$ cat src/rtl/trap_ctrl_pkg.sv
// Shared definitions for the machine-mode trap sequencer: FSM states, cause codes,
// mstatus bit positions, mtvec modes and the interrupt priority arbiter.
package trap_ctrl_pkg;

    typedef enum logic [2:0] {
        IDLE    = 3'd0,
        FLUSH   = 3'd1,
        COMMIT  = 3'd2,
        HANDLER = 3'd3,
        RET     = 3'd4
    } trap_state_e;

    localparam logic [3:0] CAUSE_MSI = 4'd3;
    localparam logic [3:0] CAUSE_MTI = 4'd7;
    localparam logic [3:0] CAUSE_MEI = 4'd11;

    localparam int MSTATUS_MIE    = 3;
    localparam int MSTATUS_MPIE   = 7;
    localparam int MSTATUS_MPP_LO = 11;
    localparam int MSTATUS_MPP_HI = 12;

    localparam logic [1:0] MTVEC_DIRECT   = 2'b00;
    localparam logic [1:0] MTVEC_VECTORED = 2'b01;

    // Fixed priority MEI > MSI > MTI; callers qualify with "any eligible".
    function automatic logic [3:0] arb_cause(input logic ext, input logic sw, input logic tim);
        logic [3:0] cause;
        if (ext) begin
            cause = CAUSE_MEI;
        end else if (sw) begin
            cause = CAUSE_MSI;
        end else if (tim) begin
            cause = CAUSE_MTI;
        end else begin
            cause = 4'd0;
        end
        return cause;
    endfunction

endpackage

$ cat src/rtl/trap_ctrl_irq_sync.sv
// Multi-flop level synchronizer bringing the asynchronous external interrupt into clk.
module irq_sync #(
    parameter int STAGES = 2
) (
    input  logic clk,
    input  logic rst_n,
    input  logic d_i,
    output logic q_o
);

    logic [STAGES-1:0] sync_q;

    // Shift chain; only the last stage is consumed.
    always_ff @(posedge clk or negedge rst_n) begin
        if (!rst_n) begin
            sync_q <= '0;
        end else begin
            sync_q <= {sync_q[STAGES-2:0], d_i};
        end
    end

    assign q_o = sync_q[STAGES-1];

endmodule

$ cat src/rtl/trap_ctrl.sv
// Machine-mode trap sequencer: interrupt arbitration, flush handshake, trap-entry CSR
// commit and mret sequencing. All outputs are registered.
module trap_ctrl
    import trap_ctrl_pkg::*;
#(
    parameter int SYNC_STAGES = 2,
    parameter int XLEN        = 32
) (
    input  logic            clk,
    input  logic            rst_n,
    input  logic            irq_sw_i,
    input  logic            irq_timer_i,
    input  logic            irq_ext_i,
    input  logic [XLEN-1:0] mie_i,
    input  logic [XLEN-1:0] mstatus_i,
    input  logic [XLEN-1:0] mtvec_i,
    input  logic [XLEN-1:0] mepc_i,
    input  logic [XLEN-1:0] pc_i,
    input  logic            pc_valid_i,
    input  logic            is_mret_i,
    input  logic            flush_ack_i,
    output logic            flush_req_o,
    output logic            redirect_o,
    output logic [XLEN-1:0] redirect_pc_o,
    output logic            mepc_we_o,
    output logic [XLEN-1:0] mepc_o,
    output logic            mcause_we_o,
    output logic [XLEN-1:0] mcause_o,
    output logic            mstatus_we_o,
    output logic [XLEN-1:0] mstatus_o,
    output logic [XLEN-1:0] mip_o,
    output logic            in_trap_o
);

    trap_state_e     state_q, state_d;
    logic [3:0]      cause_q, cause_d;
    logic [XLEN-1:0] mip_q, mip_d;
    logic            irq_ext_sync_s;
    logic [XLEN-1:0] elig_s;
    logic            elig_any_s;
    logic [3:0]      elig_cause_s;
    logic [XLEN-1:0] base_s, trap_tgt_s;
    logic            commit_go_s, ret_go_s;
    logic            unused_s;

    logic            flush_req_q, flush_req_d;
    logic            redirect_q, redirect_d;
    logic [XLEN-1:0] redirect_pc_q, redirect_pc_d;
    logic            mepc_we_q, mepc_we_d;
    logic [XLEN-1:0] mepc_q, mepc_d;
    logic            mcause_we_q, mcause_we_d;
    logic [XLEN-1:0] mcause_q, mcause_d;
    logic            mstatus_we_q, mstatus_we_d;
    logic [XLEN-1:0] mstatus_q, mstatus_d;
    logic            in_trap_q, in_trap_d;

    irq_sync #(.STAGES(SYNC_STAGES)) u_irq_sync (
        .clk   (clk),
        .rst_n (rst_n),
        .d_i   (irq_ext_i),
        .q_o   (irq_ext_sync_s)
    );

    assign unused_s = ^{pc_i[1:0], mepc_i[1:0]};

    // Pending-bit image; only MSIP/MTIP/MEIP positions can ever be set.
    always_comb begin
        mip_d     = '0;
        mip_d[3]  = irq_sw_i;
        mip_d[7]  = irq_timer_i;
        mip_d[11] = irq_ext_sync_s;
    end

    assign elig_s       = mip_q & mie_i & {XLEN{mstatus_i[MSTATUS_MIE]}};
    assign elig_any_s   = |elig_s;
    assign elig_cause_s = arb_cause(elig_s[11], elig_s[3], elig_s[7]);
    assign base_s       = {mtvec_i[XLEN-1:2], 2'b00};
    assign trap_tgt_s   = (mtvec_i[1:0] == MTVEC_VECTORED)
                        ? base_s + {{(XLEN-6){1'b0}}, cause_q, 2'b00}
                        : base_s;

    // Next-state logic; the cause is latched once and never re-arbitrated.
    always_comb begin
        state_d     = state_q;
        cause_d     = cause_q;
        commit_go_s = 1'b0;
        ret_go_s    = 1'b0;
        case (state_q)
            IDLE: begin
                if (is_mret_i) begin
                    state_d  = RET;
                    ret_go_s = 1'b1;
                end else if (elig_any_s && pc_valid_i) begin
                    state_d = FLUSH;
                    cause_d = elig_cause_s;
                end else begin
                    state_d = IDLE;
                end
            end
            FLUSH: begin
                if (flush_ack_i) begin
                    state_d     = COMMIT;
                    commit_go_s = 1'b1;
                end else begin
                    state_d = FLUSH;
                end
            end
            COMMIT:  state_d = HANDLER;
            HANDLER: begin
                if (is_mret_i) begin
                    state_d  = RET;
                    ret_go_s = 1'b1;
                end else begin
                    state_d = HANDLER;
                end
            end
            RET:     state_d = IDLE;
            default: state_d = IDLE;
        endcase
    end

    // Output values are prepared on the transition so they appear in the COMMIT/RET cycle.
    always_comb begin
        flush_req_d   = (state_d == FLUSH) || (state_d == COMMIT);
        redirect_d    = commit_go_s || ret_go_s;
        mepc_we_d     = commit_go_s;
        mcause_we_d   = commit_go_s;
        mstatus_we_d  = commit_go_s || ret_go_s;
        redirect_pc_d = '0;
        mepc_d        = '0;
        mcause_d      = '0;
        mstatus_d     = '0;
        if (commit_go_s) begin
            redirect_pc_d = trap_tgt_s;
            mepc_d        = {pc_i[XLEN-1:2], 2'b00};
            mcause_d      = {1'b1, {(XLEN-5){1'b0}}, cause_q};
            mstatus_d     = mstatus_i;
            mstatus_d[MSTATUS_MPIE] = mstatus_i[MSTATUS_MIE];
            mstatus_d[MSTATUS_MIE]  = 1'b0;
            mstatus_d[MSTATUS_MPP_HI:MSTATUS_MPP_LO] = 2'b11;
        end else if (ret_go_s) begin
            redirect_pc_d = {mepc_i[XLEN-1:2], 2'b00};
            mstatus_d     = mstatus_i;
            mstatus_d[MSTATUS_MIE]  = mstatus_i[MSTATUS_MPIE];
            mstatus_d[MSTATUS_MPIE] = 1'b1;
            mstatus_d[MSTATUS_MPP_HI:MSTATUS_MPP_LO] = 2'b11;
        end else begin
            redirect_pc_d = '0;
        end
        if (commit_go_s) begin
            in_trap_d = 1'b1;
        end else if (state_d == IDLE) begin
            in_trap_d = 1'b0;
        end else begin
            in_trap_d = in_trap_q;
        end
    end

    // State and output registers; reset drops every strobe immediately.
    always_ff @(posedge clk or negedge rst_n) begin
        if (!rst_n) begin
            state_q       <= IDLE;
            cause_q       <= 4'd0;
            mip_q         <= '0;
            flush_req_q   <= 1'b0;
            redirect_q    <= 1'b0;
            redirect_pc_q <= '0;
            mepc_we_q     <= 1'b0;
            mepc_q        <= '0;
            mcause_we_q   <= 1'b0;
            mcause_q      <= '0;
            mstatus_we_q  <= 1'b0;
            mstatus_q     <= '0;
            in_trap_q     <= 1'b0;
        end else begin
            state_q       <= state_d;
            cause_q       <= cause_d;
            mip_q         <= mip_d;
            flush_req_q   <= flush_req_d;
            redirect_q    <= redirect_d;
            redirect_pc_q <= redirect_pc_d;
            mepc_we_q     <= mepc_we_d;
            mepc_q        <= mepc_d;
            mcause_we_q   <= mcause_we_d;
            mcause_q      <= mcause_d;
            mstatus_we_q  <= mstatus_we_d;
            mstatus_q     <= mstatus_d;
            in_trap_q     <= in_trap_d;
        end
    end

    assign flush_req_o   = flush_req_q;
    assign redirect_o    = redirect_q;
    assign redirect_pc_o = redirect_pc_q;
    assign mepc_we_o     = mepc_we_q;
    assign mepc_o        = mepc_q;
    assign mcause_we_o   = mcause_we_q;
    assign mcause_o      = mcause_q;
    assign mstatus_we_o  = mstatus_we_q;
    assign mstatus_o     = mstatus_q;
    assign mip_o         = mip_q;
    assign in_trap_o     = in_trap_q;

endmodule

$ cat config.mk
export PLATFORM = sky130hd
export DESIGN_NAME = trap_ctrl
export DESIGN_NICKNAME = d
export VERILOG_FILES = /design/src/rtl/trap_ctrl_pkg.sv /design/src/rtl/trap_ctrl_irq_sync.sv /design/src/rtl/trap_ctrl.sv
export SDC_FILE = /design/constraint.sdc
export NUM_CORES = 1
export LEC_CHECK = 0
export ABC_AREA = 1
export ABC_CLOCK_PERIOD_IN_PS = 1850
export CORE_MARGIN = 5
export CORE_UTILIZATION = 34
export CTS_CLUSTER_SIZE = 28
export DETAILED_ROUTE_END_ITERATION = 6
export PLACE_DENSITY = 0.75
export SLEW_MARGIN = 20
export SYNTH_ARGS = -nofsm -noshare
export SYNTH_HDL_FRONTEND = slang
export SYNTH_HIERARCHICAL = 1
export SYNTH_SLANG_ARGS = --single-unit
$ cat constraint.sdc
create_clock -name clk -period 1.85 [get_ports clk]
set_clock_uncertainty 0.1 [all_clocks]
set_input_delay 0.555 -clock clk [delete_from_list [all_inputs] [get_ports clk]]
set_output_delay 0.555 -clock clk [all_outputs]
set_load 0.02 [all_outputs]
[Word-level counts from Yosys, hierarchy flattened]
Index checks and enable logic that the tools add are counted.
Word-level totals
  bits in registers: 144
  logic and storage cells: 52
Cells by class
  mux-type cells: 21
  reduce and logical (&&, ||, !) cells: 9
  $add $sub $neg: 1
  bitwise operators: 3
  equality and inequality tests: 6
Operators with widths (number)
  $mux W32: 7
  $add A32 B6 Y32: 1
  $and A12 B32 Y32: 1
  $and A32 B32 Y32: 1
  $reduce_or A32 Y1: 1
  $mux W3: 4
  $pmux W3 S4: 1
  $eq A3 B2 Y1 const B: 3
  $mux W1: 7
  $eq A3 B1 Y1 const B: 2
  $logic_not A3 Y1: 2
  $mux W4: 1
  $reduce_and A3 Y1: 1
  $eq A2 B1 Y1 const B: 1
  $logic_or A1 B1 Y1: 2
  $mux W2: 1
  $reduce_bool A2 Y1: 1
  $reduce_or A2 Y1: 1
  $logic_and A1 B1 Y1: 1
  $not A1 Y1: 1

[Depth between registers and ports, before layout]
Gate-level depths: netlist of the first run.
  word-level depth: 10
  mapped depth: 12
  gate-level depth less buffers: 12

[Modules after synthesis]
Netlist of the first run, hierarchy kept.
Modules (own cells, without submodules)
  trap_ctrl: area an instance 5261.3 µm², instances 1, cells each 640, sequential area each 2652.5 µm²
  irq_sync: area an instance 50.0 µm², instances 1, cells each 2, sequential area each 50.0 µm²

[Least setup slack after synthesis of the first run]
OpenSTA, ideal clock, no wires.
  path kind: input to register
  start: input mtvec_i[2]
  end: register redirect_pc_q[20], in the netlist redirect_pc_o[20]
  slack: -0.093 ns
  arrival: 1.720 ns
  library setup time: 0.123 ns
  stages: 10
  cells stage by stage: ha_1 > fa_1 > inv_1 > o21ai_1 > nand2_1 > inv_1 > nand3_1 > a21oi_1 > o21ai_0 > nand2_1
On the way
  longest elaborated chain between the ends: 3
RTL lines
  start: declaration: RTL line trap_ctrl.sv:16  | input logic [XLEN-1:0] mtvec_i,
  $add A32 B6 Y32: RTL line trap_ctrl.sv:79  | ? base_s + {{(XLEN-6){1'b0}}, cause_q, 2'b00}
  $mux W32: RTL line trap_ctrl.sv:79
  $mux W32: RTL line trap_ctrl.sv:133  | if (commit_go_s) begin
  via redirect_pc_d[20]: RTL line trap_ctrl.sv:48  | logic [XLEN-1:0] redirect_pc_q, redirect_pc_d;
  end signal: assignment: RTL line trap_ctrl.sv:181  | redirect_pc_q <= redirect_pc_d;
  end: declaration: RTL line trap_ctrl.sv:48
The timed path passes the listed nets, and every way through them passes these cells.
A chain may end at the register's enable or synchronous reset.

[Worst setup path in the final report of the first run]
  start: register cause_q[1]
  end: register redirect_pc_q[24], in the netlist redirect_pc_o[24]
On the way
  longest elaborated chain between the ends: 3
RTL lines
  start: declaration: RTL line trap_ctrl.sv:36  | logic [3:0] cause_q, cause_d;
  start signal: assignment: RTL line trap_ctrl.sv:177  | cause_q <= cause_d;
  $add A32 B6 Y32: RTL line trap_ctrl.sv:79
  $mux W32: RTL line trap_ctrl.sv:79
  $mux W32: RTL line trap_ctrl.sv:133
  via redirect_pc_d[24]: RTL line trap_ctrl.sv:48
The timed path passes the listed nets, and every way through them passes these cells.

==> results of run 1 <==
[layer usage]
layer  up-vias  wire length, um  track usage
li1       2426                -            -
met1      2288             6740        0.207
met2       225             8790        0.324
met3        31             1460       0.0492
met4         2              536       0.0778
met5         -               12            0
[cells by family after synthesis]
kind of cell | count (synthesis)
compound gates | 40
other cells | 1
buf+inv | 181
flops | 108
xor+xnor | 5
fa+ha+maj | 5
simple gates | 302
[what timing repair did]
item	4_1_cts	5_1_grt
endpoints found under the setup margin	135	24
gates resized for setup	143	69
setup buffers	5	10
hold buffers	1	0
pin swaps	13	29
hold endpoints to repair	15	0
[worst register-to-register path, delay by kind of cell (launching register included)]
kind                       cells  cell delay (ns)
AOI/OAI and AO/OA              1             0.15
adders and majority gates      2             0.39
buffers and inverters          2             0.12
DFF                            1             0.44
and+or+nand+nor                6             0.60
[synthesized netlist by cell type (4+ instances only)]
cell type	count	area, um2
inv_1	98	368
buf_2	11	55.1
buf_4	66	495
nor2_4	5	56.3
dfrtp_1	108	2700
nand2_2	7	43.8
o21ai_1	7	35.0
xor2_1	5	43.8
ha_1	4	50.1
o21ai_0	20	100
nor2_1	98	368
nand3_1	29	145
nand2_1	142	533
a21oi_1	5	25.0
nand4_1	5	31.3
[power breakdown]
part | internal [mW] | leakage, nW | switching, mW | total, mW
clock network | 0.942 | 0.137 | 0.937 | 1.88
logic | 1.37 | 3.37 | 2.05 | 3.41
registers | 2.91 | 1.44 | 0.181 | 3.09
total | 5.22 | 4.95 | 3.16 | 8.38
[layout make-up]
type	instances	share of cell area
multi-input cells	412	0.243
well taps	211	0.0302
inverters	101	0.0440
repair buffers	317	0.341
clock inverters	6	0.00644
clock buffers	10	0.0262
flip-flops and latches	108	0.309
diodes	2	0.000572
[sequential cells by signal, summed over array words and instances, names as in the netlist]
name / flops
mepc_o: 30
mstatus_o: 30
redirect_pc_o: 30
cause_q: 3
mcause_o: 3
mip_o: 3
state_q: 3
u_irq_sync/sync_q: 2
flush_req_o: 1
in_trap_o: 1
mcause_we_o: 1
mstatus_we_o: 1
[through the flow]
step	hold WS, ns	util	power (mW)
floorplan	0.159	-	4.95
global placement	0.233	0.540	6.85
detailed placement	0.235	0.540	6.89
CTS	0.252	0.558	8.40
global route	0.256	0.573	8.84
finish	0.251	0.573	8.38
[final timing paths]
kind | to | from | slack, ns | depth (start not counted)
worst max-delay path | redirect_pc_o[24] | cause_q[1] | -0.06 | 11
worst min-delay path | u_irq_sync/sync_q[1] | u_irq_sync/sync_q[0] | 0.25 | 0
worst max register to register | redirect_pc_o[24] | cause_q[1] | -0.06 | 11
worst min register to register | u_irq_sync/sync_q[1] | u_irq_sync/sync_q[0] | 0.25 | 0
max in group asynchronous | cause_q[3] | rst_n | 0.53 | 3
min in group asynchronous | mstatus_o[19] | rst_n | 0.56 | 2
==> flow_metrics.env, run 1 <==
export IMPL_status="complete, but fails checks"
export IMPL_violations="setup timing"
export IMPL_fin_crit_sh=1.03
export IMPL_multi_input_area_um2=2120
export IMPL_placedInstanceArea_um2=8250
export IMPL_cts_buffers=9
export IMPL_cp_start_kind="register"
export IMPL_yosysUniqueCellTypes=34
export IMPL_fin_crit_ns=1.91
export IMPL_synth_top_family_by_area="simple AND/OR/NAND/NOR gates"
export IMPL_fmax_ghz=0.524
export IMPL_io_buffers=238
export IMPL_ys_seq_area_frac=0.509
export IMPL_rsz0062_at_grt="true"
export IMPL_async_reset_ff_frac=1.00
export IMPL_grt_pass1_vias=4934
export IMPL_path_class="register to register"
export IMPL_cts_tree="yes"
export IMPL_path_cells="ha_4, fa_2, inv_2, o21ai_4, inv_2, nor2_4, nand2_2, nor2_2, nand3_1, nand3_1, nand2_1"
export IMPL_ys_warn_count=6
export IMPL_wl_per_cell_um=15.0
export IMPL_cp_arrival_ns=2.04
export IMPL_synth_xor_area_frac=0.00824
export IMPL_cp_slowest_cell="dfrtp_2"
export IMPL_synth_mux_area_frac=0
export IMPL_p_per_area_nw_per_um2=958
export IMPL_regArea_um2=2710
export IMPL_synth_area_um2=5310
export IMPL_via_per_inst=4.26
export IMPL_grt_first_pass_wirelength_mm=25.8
export IMPL_nets=1122
export IMPL_irDropWorstVdd_mv=0.459
export IMPL_setup_violations=9
export IMPL_fin_area_um2=8750
export IMPL_initial_core_util=0.348
export IMPL_final_common_cell="nand2_1"
export IMPL_crit_buf_inv=2
export IMPL_routed_via_count=4972
export IMPL_finalMaxSlewViolations=0
export IMPL_post_synth_and_or_nand_nor_area_fraction=0.249
export IMPL_synthFlopType="dfrtp_1"
export IMPL_fin_cells=1167
export IMPL_clkSinkCount=108
export IMPL_area_growth_pct=64.7
export IMPL_p_leak_nw=4.95
export IMPL_track_usage=0.183
export IMPL_layout_drive_gt1_share=0.186
export IMPL_fp_dieArea_um2=18200
export IMPL_layout_common_cells="126 x nand2_1, 113 x dlygate4sd2_1, 108 x clkdlybuf4s50_1, 106 x dfrtp_1, 94 x inv_1"
export IMPL_critPathCaptureType="register"
export IMPL_ant_nets=0
export IMPL_rows=45
export IMPL_cp_top_family="simple AND/OR/NAND/NOR gates"
export IMPL_finalSetupTns_ns=-0.241
export IMPL_drtIter0Drc=176
export IMPL_cts_root_buf="clkbuf_16"
export IMPL_ios=334
export IMPL_max_stage_delay_ns=0.44
export IMPL_gp_congestion=0.838
export IMPL_synthCells=642
export IMPL_htree_num_levels=3
export IMPL_required_ns=1.99
export IMPL_chipWidth_um=135
export IMPL_drc=0
export IMPL_synth_compound_area_frac=0.0415
export IMPL_synth_edf_count=0
export IMPL_hp_class="register to register"
export IMPL_drtPass1Iterations=5
export IMPL_hpwl_mm=13.8
export IMPL_die_height_um=135
export IMPL_grt_max_degree=50
export IMPL_clk_latency_ns=0.35
export IMPL_avgSynthCellArea_um2=8.27
export IMPL_drv_cap=0
export IMPL_place_ws_ns=-0.727
export IMPL_coreArea_um2=15300
export IMPL_cts_buffer_depth=2
export IMPL_clk_pin_slew_ns=0.08
export IMPL_nFillCells=1356
export IMPL_hold_viol_final=0
export IMPL_layout_setup_ws_ns=-0.0568
export IMPL_synth_adder_area_share=0.0132
export IMPL_antenna_found_initial=2
export IMPL_cp_max_fo=5
export IMPL_drt_total_wl_mm=17.5
export IMPL_grt_overflow=0
export IMPL_ys_ff_latch=108
export IMPL_dp_cells=1135
Power figures use the tool's default switching activity.
==> run 2: changes to the inputs <==
--- a/config.mk
+++ b/config.mk
@@ -5,13 +5,12 @@
 export SDC_FILE = /design/constraint.sdc
 export NUM_CORES = 1
 export LEC_CHECK = 0
-export ABC_AREA = 1
-export ABC_CLOCK_PERIOD_IN_PS = 1850
-export CORE_MARGIN = 5
-export CORE_UTILIZATION = 34
+export ABC_CLOCK_PERIOD_IN_PS = 1900
+export CORE_AREA = 5 5 126 128
 export CTS_CLUSTER_SIZE = 28
 export DETAILED_ROUTE_END_ITERATION = 6
-export PLACE_DENSITY = 0.75
+export DIE_AREA = 0 0 131 133
+export PLACE_DENSITY = 0.74
 export SLEW_MARGIN = 20
 export SYNTH_ARGS = -nofsm -noshare
 export SYNTH_HDL_FRONTEND = slang
==> constraint.sdc (replaced) <==
create_clock -name clk -period 1.9 [get_ports clk]
set_clock_uncertainty 0.1 [all_clocks]
set_input_delay 0.57 -clock clk [delete_from_list [all_inputs] [get_ports clk]]
set_output_delay 0.57 -clock clk [all_outputs]
set_load 0.02 [all_outputs]
==> flow_metrics.env, run 2 <==
export IMPL_cts_buffers=9
export IMPL_finalMaxSlewViolations=0
export IMPL_nets=926
export IMPL_ant_nets=0
export IMPL_placedInstanceArea_um2=7790
export IMPL_nFillCells=1310
export IMPL_p_leak_nw=4.30
export IMPL_synthCells=445
export IMPL_cp_arrival_ns=2.26
export IMPL_hold_viol_final=0
export IMPL_rsz0062_at_grt="true"
export IMPL_layout_common_cells="123 x dlygate4sd2_1, 107 x dfrtp_1, 103 x clkdlybuf4s50_1, 68 x buf_4, 62 x and2_1"
export IMPL_antenna_found_initial=1
export IMPL_wl_per_cell_um=17.2
export IMPL_clkSinkCount=108
export IMPL_avgSynthCellArea_um2=10.9
export IMPL_io_buffers=238
export IMPL_die_height_um=133
export IMPL_cts_root_buf="clkbuf_16"
export IMPL_async_reset_ff_frac=1.00
export IMPL_p_per_area_nw_per_um2=1030
export IMPL_max_stage_delay_ns=0.50
export IMPL_initial_core_util=0.330
export IMPL_drtPass1Iterations=4
export IMPL_drc=0
export IMPL_hp_class="register to register"
export IMPL_fin_crit_sh=1.13
export IMPL_fin_crit_ns=2.14
export IMPL_grt_overflow=0
export IMPL_critPathCaptureType="register"
export IMPL_grt_pass1_vias=4537
export IMPL_ys_ff_latch=108
export IMPL_ys_seq_area_frac=0.555
export IMPL_cts_tree="yes"
export IMPL_dp_cells=906
export IMPL_coreArea_um2=14800
export IMPL_setup_violations=27
export IMPL_final_common_cell="dlygate4sd2_1"
export IMPL_synth_top_area_frac=0.555
export IMPL_fin_cells=947
export IMPL_layout_setup_ws_ns=-0.239
export IMPL_synth_top_cells_by_count="108 x dfrtp_1, 66 x buf_4, 62 x and2_1, 40 x nand2_1, 27 x xnor2_1"
export IMPL_synth_most_common_cell="dfrtp_1"
export IMPL_routed_via_count=4166
export IMPL_netlist_top_cell_by_area="dfrtp_1"
export IMPL_fin_area_um2=8400
export IMPL_grt_first_pass_wirelength_mm=24.3
export IMPL_hpwl_mm=12.3
export IMPL_clk_pin_slew_ns=0.08
export IMPL_layout_drive_gt1_share=0.201
export IMPL_place_ws_ns=-0.854
export IMPL_rows=45
export IMPL_drt_total_wl_mm=16.3
export IMPL_drv_cap=0
export IMPL_finalSetupTns_ns=-4.66
export IMPL_grt_max_degree=51
export IMPL_track_usage=0.181
export IMPL_synth_area_um2=4870
export IMPL_synth_area_leaders="dfrtp_1 55%, buf_4 10%, and2_1 8.0%"
export IMPL_fmax_ghz=0.468
export IMPL_synth_edf_count=0
export IMPL_area_growth_pct=72.4
export IMPL_required_ns=2.02
export IMPL_ys_warn_count=6
export IMPL_via_per_inst=4.40
export IMPL_cp_max_fo=6
export IMPL_clk_latency_ns=0.34
export IMPL_violations="setup timing"
export IMPL_cts_buffer_depth=2
export IMPL_path_class="input port to register"
export IMPL_gp_congestion=0.786
export IMPL_path_cells="dlygate4sd2_1, nand3_2, or4_4, buf_12, buf_4, nor4_4, xnor2_1, o21ai_1"
export IMPL_synthFlopType="dfrtp_1"
export IMPL_status="complete, but fails checks"
export IMPL_chipWidth_um=131
export IMPL_fp_dieArea_um2=17400
export IMPL_yosysUniqueCellTypes=42
export IMPL_ios=334
export IMPL_cp_start_kind="input port"
export IMPL_irDropWorstVdd_mv=0.595
export IMPL_drtIter0Drc=128
export IMPL_htree_num_levels=3
export IMPL_cp_slowest_cell="or4_4"
## run 2: cell type report
cell class                      instances  area (um2)  share of cell area
Multi-Input combinational cell        307        2110               0.251
Inverter                                4        15.0             0.00179
Tap cell                              188         235              0.0280
Clock inverter                          6        55.1             0.00655
Clock buffer                           10         229              0.0273
Antenna cell                            1        2.50            0.000298
Sequential cell                       108        2700               0.322
Timing Repair Buffer                  323        3050               0.363
## run 2: power breakdown
| group | internal [mW] | total [mW] | switching [mW] | leakage, nW |
|---|---|---|---|---|
| Clock | 0.917 | 1.81 | 0.894 | 0.133 |
| Combinational | 1.80 | 3.87 | 2.07 | 2.73 |
| Sequential | 2.77 | 2.96 | 0.192 | 1.44 |
| Total | 5.48 | 8.64 | 3.15 | 4.30 |
## run 2: cell families (layout without fill, tap and decap cells)
kind of cell,count (synthesis),count (layout),share of synthesized area
AO/OA/AOI/OAI,51,51,0.0575
adder cells (fa/ha/maj),5,5,0.0144
buffers and inverters,89,343,0.121
AND/OR/NAND/NOR,160,160,0.195
XOR/XNOR,29,29,0.0521
flip-flops,108,108,0.555
multiplexers,2,2,0.00411
other,1,61,0.000770
## run 2: critical path: cells and delay by family
kind,cells,cell delay (ns)
buffers and inverters,3,0.55
AOI/OAI and AO/OA,1,0.09
xor gates and xnor gates,1,0.16
and+or+nand+nor,3,0.88
## run 2: path summary, 6_finish.rpt
path                                       from  slack [ns]  cells past startpoint              endpoint
max in group asynchronous                 rst_n        0.53                      3            cause_q[1]
min reg2reg                u_irq_sync/sync_q[0]        0.26                      0  u_irq_sync/sync_q[1]
max reg2reg                          cause_q[1]       -0.24                      8      redirect_pc_o[8]
min in group asynchronous                 rst_n        0.54                      2     redirect_pc_o[26]
max                                 mtvec_i[18]       -0.24                      8     redirect_pc_o[30]
min                        u_irq_sync/sync_q[0]        0.26                      0  u_irq_sync/sync_q[1]
## run 2: timing repair
item	in CTS	in global routing
hold buffers	1	0
pin swaps	36	27
setup endpoints to repair	149	46
hold endpoints to repair	7	0
gates cloned	3	2
resized for setup	196	8
buffers inserted	15	3
## run 2: per-stage QoR
step,util,power [mW],hold WS (ns)
floorplan,-,4.90,0.174
global placement,0.528,6.64,0.234
detailed placement,0.528,6.70,0.237
CTS,0.562,8.58,0.256
global route,0.569,9.12,0.263
finish,0.569,8.64,0.255
## run 2: layer usage
| layer | vias to the layer above | track usage | part of all wire |
|---|---|---|---|
| met1 | 1966 | 0.199 | 0.35 |
| met5 | - | 0 | 0 |
| li1 | 1952 | - | - |
| met4 | 0 | 0.0697 | 0.023 |
| met3 | 22 | 0.0400 | 0.094 |
| met2 | 226 | 0.333 | 0.53 |
==> run 3: changes to the inputs <==
--- a/config.mk
+++ b/config.mk
@@ -5,12 +5,11 @@
 export SDC_FILE = /design/constraint.sdc
 export NUM_CORES = 1
 export LEC_CHECK = 0
-export ABC_CLOCK_PERIOD_IN_PS = 1900
 export CORE_AREA = 5 5 126 128
 export CTS_CLUSTER_SIZE = 28
 export DETAILED_ROUTE_END_ITERATION = 6
 export DIE_AREA = 0 0 131 133
-export PLACE_DENSITY = 0.74
+export PLACE_DENSITY_LB_ADDON = 0.2
 export SLEW_MARGIN = 20
 export SYNTH_ARGS = -nofsm -noshare
 export SYNTH_HDL_FRONTEND = slang
==> flow_metrics.env, run 3 (synthesis gave the netlist of run 2 again) <==
export IMPL_status="complete, but fails checks"
export IMPL_violations="setup timing"
export IMPL_setup_violations=26
export IMPL_ant_nets=0
export IMPL_cts_buffers=9
export IMPL_place_ws_ns=-0.807
export IMPL_layout_setup_ws_ns=-0.219
export IMPL_nFillCells=1324
export IMPL_via_per_inst=4.29
export IMPL_chipWidth_um=131
export IMPL_drtPass1Iterations=4
export IMPL_layout_common_cells="114 x dlygate4sd2_1, 107 x dfrtp_1, 101 x clkdlybuf4s50_1, 62 x and2_1, 60 x conb_1"
export IMPL_fin_crit_sh=1.12
export IMPL_die_height_um=133
export IMPL_grt_overflow=0
export IMPL_placedInstanceArea_um2=7790
export IMPL_gp_congestion=0.778
export IMPL_hpwl_mm=11.5
export IMPL_num_antenna_cells=0
export IMPL_cts_tree="yes"
export IMPL_grt_pass1_vias=4250
export IMPL_rows=45
export IMPL_io_buffers=238
export IMPL_cts_buffer_depth=2
export IMPL_r2r_start="cause_q[1]"
export IMPL_drtIter0Drc=121
export IMPL_clkSinkCount=108
export IMPL_required_ns=2.02
export IMPL_critPathCaptureType="register"
export IMPL_utilization=0.557
export IMPL_r2r_end="redirect_pc_o[10]"
export IMPL_drc=0
export IMPL_hold_viol_final=0
export IMPL_nets=911
export IMPL_hp_class="input port to async pin"
export IMPL_p_per_area_nw_per_um2=1030
export IMPL_cts_root_buf="clkbuf_16"
export IMPL_r2r_setup_slack_ns=-0.22
export IMPL_path_class="register to register"
export IMPL_cp_slowest_cell="dfrtp_2"
export IMPL_htree_num_levels=3
export IMPL_wl_per_cell_um=15.9
export IMPL_fin_area_um2=8220
export IMPL_rsz0062_at_grt="true"
export IMPL_routed_via_count=3990
export IMPL_initial_core_util=0.330
export IMPL_track_usage=0.165
export IMPL_drv_cap=0
export IMPL_drt_total_wl_mm=14.8
export IMPL_area_growth_pct=68.7
export IMPL_irDropWorstVdd_mv=0.555
export IMPL_final_common_cell="dlygate4sd2_1"
export IMPL_fin_crit_ns=2.12
export IMPL_cp_arrival_ns=2.24
export IMPL_cp_start_kind="register"
export IMPL_fp_dieArea_um2=17400
export IMPL_grt_first_pass_wirelength_mm=22.4
export IMPL_coreArea_um2=14800
export IMPL_fmax_ghz=0.472
export IMPL_clk_latency_ns=0.34
export IMPL_finalMaxSlewViolations=0
export IMPL_antenna_found_initial=0
export IMPL_p_leak_nw=4.22
export IMPL_holdBufCountCts=0
export IMPL_path_common_cell="buf_6"
export IMPL_fin_total_pwr_mw=8.46
export IMPL_grt_max_degree=41
export IMPL_path_cells="buf_6, buf_6, fa_2, a21o_1, a21oi_4, buf_12, nor3b_1, xnor2_1, o21ai_1"
export IMPL_reg2reg_depth=9
export IMPL_layout_drive_gt1_share=0.182
export IMPL_max_stage_delay_ns=0.44
export IMPL_finalSetupTns_ns=-2.76
export IMPL_ios=334
export IMPL_clk_pin_slew_ns=0.07
export IMPL_cp_max_fo=13
## run 3: changes by cell type in the layout (fill, tap and decap cells not counted), sizes merged, moves of 2 or more
cell,previous run,this run
buf,89,77
bufbuf,2,0
clkdlybuf4s15,3,6
clkdlybuf4s50,103,101
clkinvlp,2,0
dlygate4sd2,123,114
dlymetal6s2s,0,8
## run 3: routing by layer
metal	track usage	vias to the layer above	routed length, um	share of wire
li1	-	1913	-	-
met1	0.201	1872	5710	0.39
met2	0.283	191	7500	0.51
met3	0.0396	14	1320	0.089
met4	0.0537	0	235	0.016
met5	0	-	0	0
## run 3: area by class of cell
type                    count  area, um2  area share
clock buffers              11        243      0.0295
repair buffers            308       2920       0.355
flip-flops and latches    108       2700       0.329
well taps                 188        235      0.0286
multi-input cells         307       2040       0.248
clock inverters             5       67.6     0.00822
inverters                   4       15.0     0.00183
## run 3: critical path: cells and delay by family, from the launching register on
kind / cells / cell delay [ns]
flip-flops: 1 / 0.44
AO/OA/AOI/OAI: 3 / 0.43
adder cells (fa/ha/maj): 1 / 0.36
XOR/XNOR: 1 / 0.17
buffers and inverters: 3 / 0.41
AND/OR/NAND/NOR: 1 / 0.07
## run 3: report_power, final
group,total [mW],switching [mW],internal (mW),leakage (nW)
Clock,1.94,0.861,1.08,0.152
Combinational,3.56,1.95,1.61,2.62
Sequential,2.96,0.190,2.77,1.44
Total,8.46,3.00,5.46,4.22
## run 3: through the flow
step                hold WS (ns)  std cells
detailed placement         0.235        904
CTS                      0.00495        928
global placement           0.234        904
floorplan                  0.174        504
finish                   0.00774        931
global route              0.0148        931
## run 3: what timing repair did
action,CTS,global route
endpoints found under the hold margin,0,0
gates resized for setup,187,17
cloned,1,1
pin swaps,25,20
setup endpoints to repair,134,54
buffers inserted,7,3
## run 3: how the worst max path moves through the flow
stage                           start                 to  slack (ns)  depth (start not counted)
after floorplan            mtvec_i[2]  redirect_pc_o[16]       -0.24                          8
after global placement     mtvec_i[9]  redirect_pc_o[22]       -0.77                          6
after detailed placement  mtvec_i[11]  redirect_pc_o[26]       -0.81                          7
after CTS                  cause_q[1]  redirect_pc_o[10]       -0.25                          9
after global routing       cause_q[1]  redirect_pc_o[10]       -0.34                          9
final                      cause_q[1]  redirect_pc_o[10]       -0.22                          9
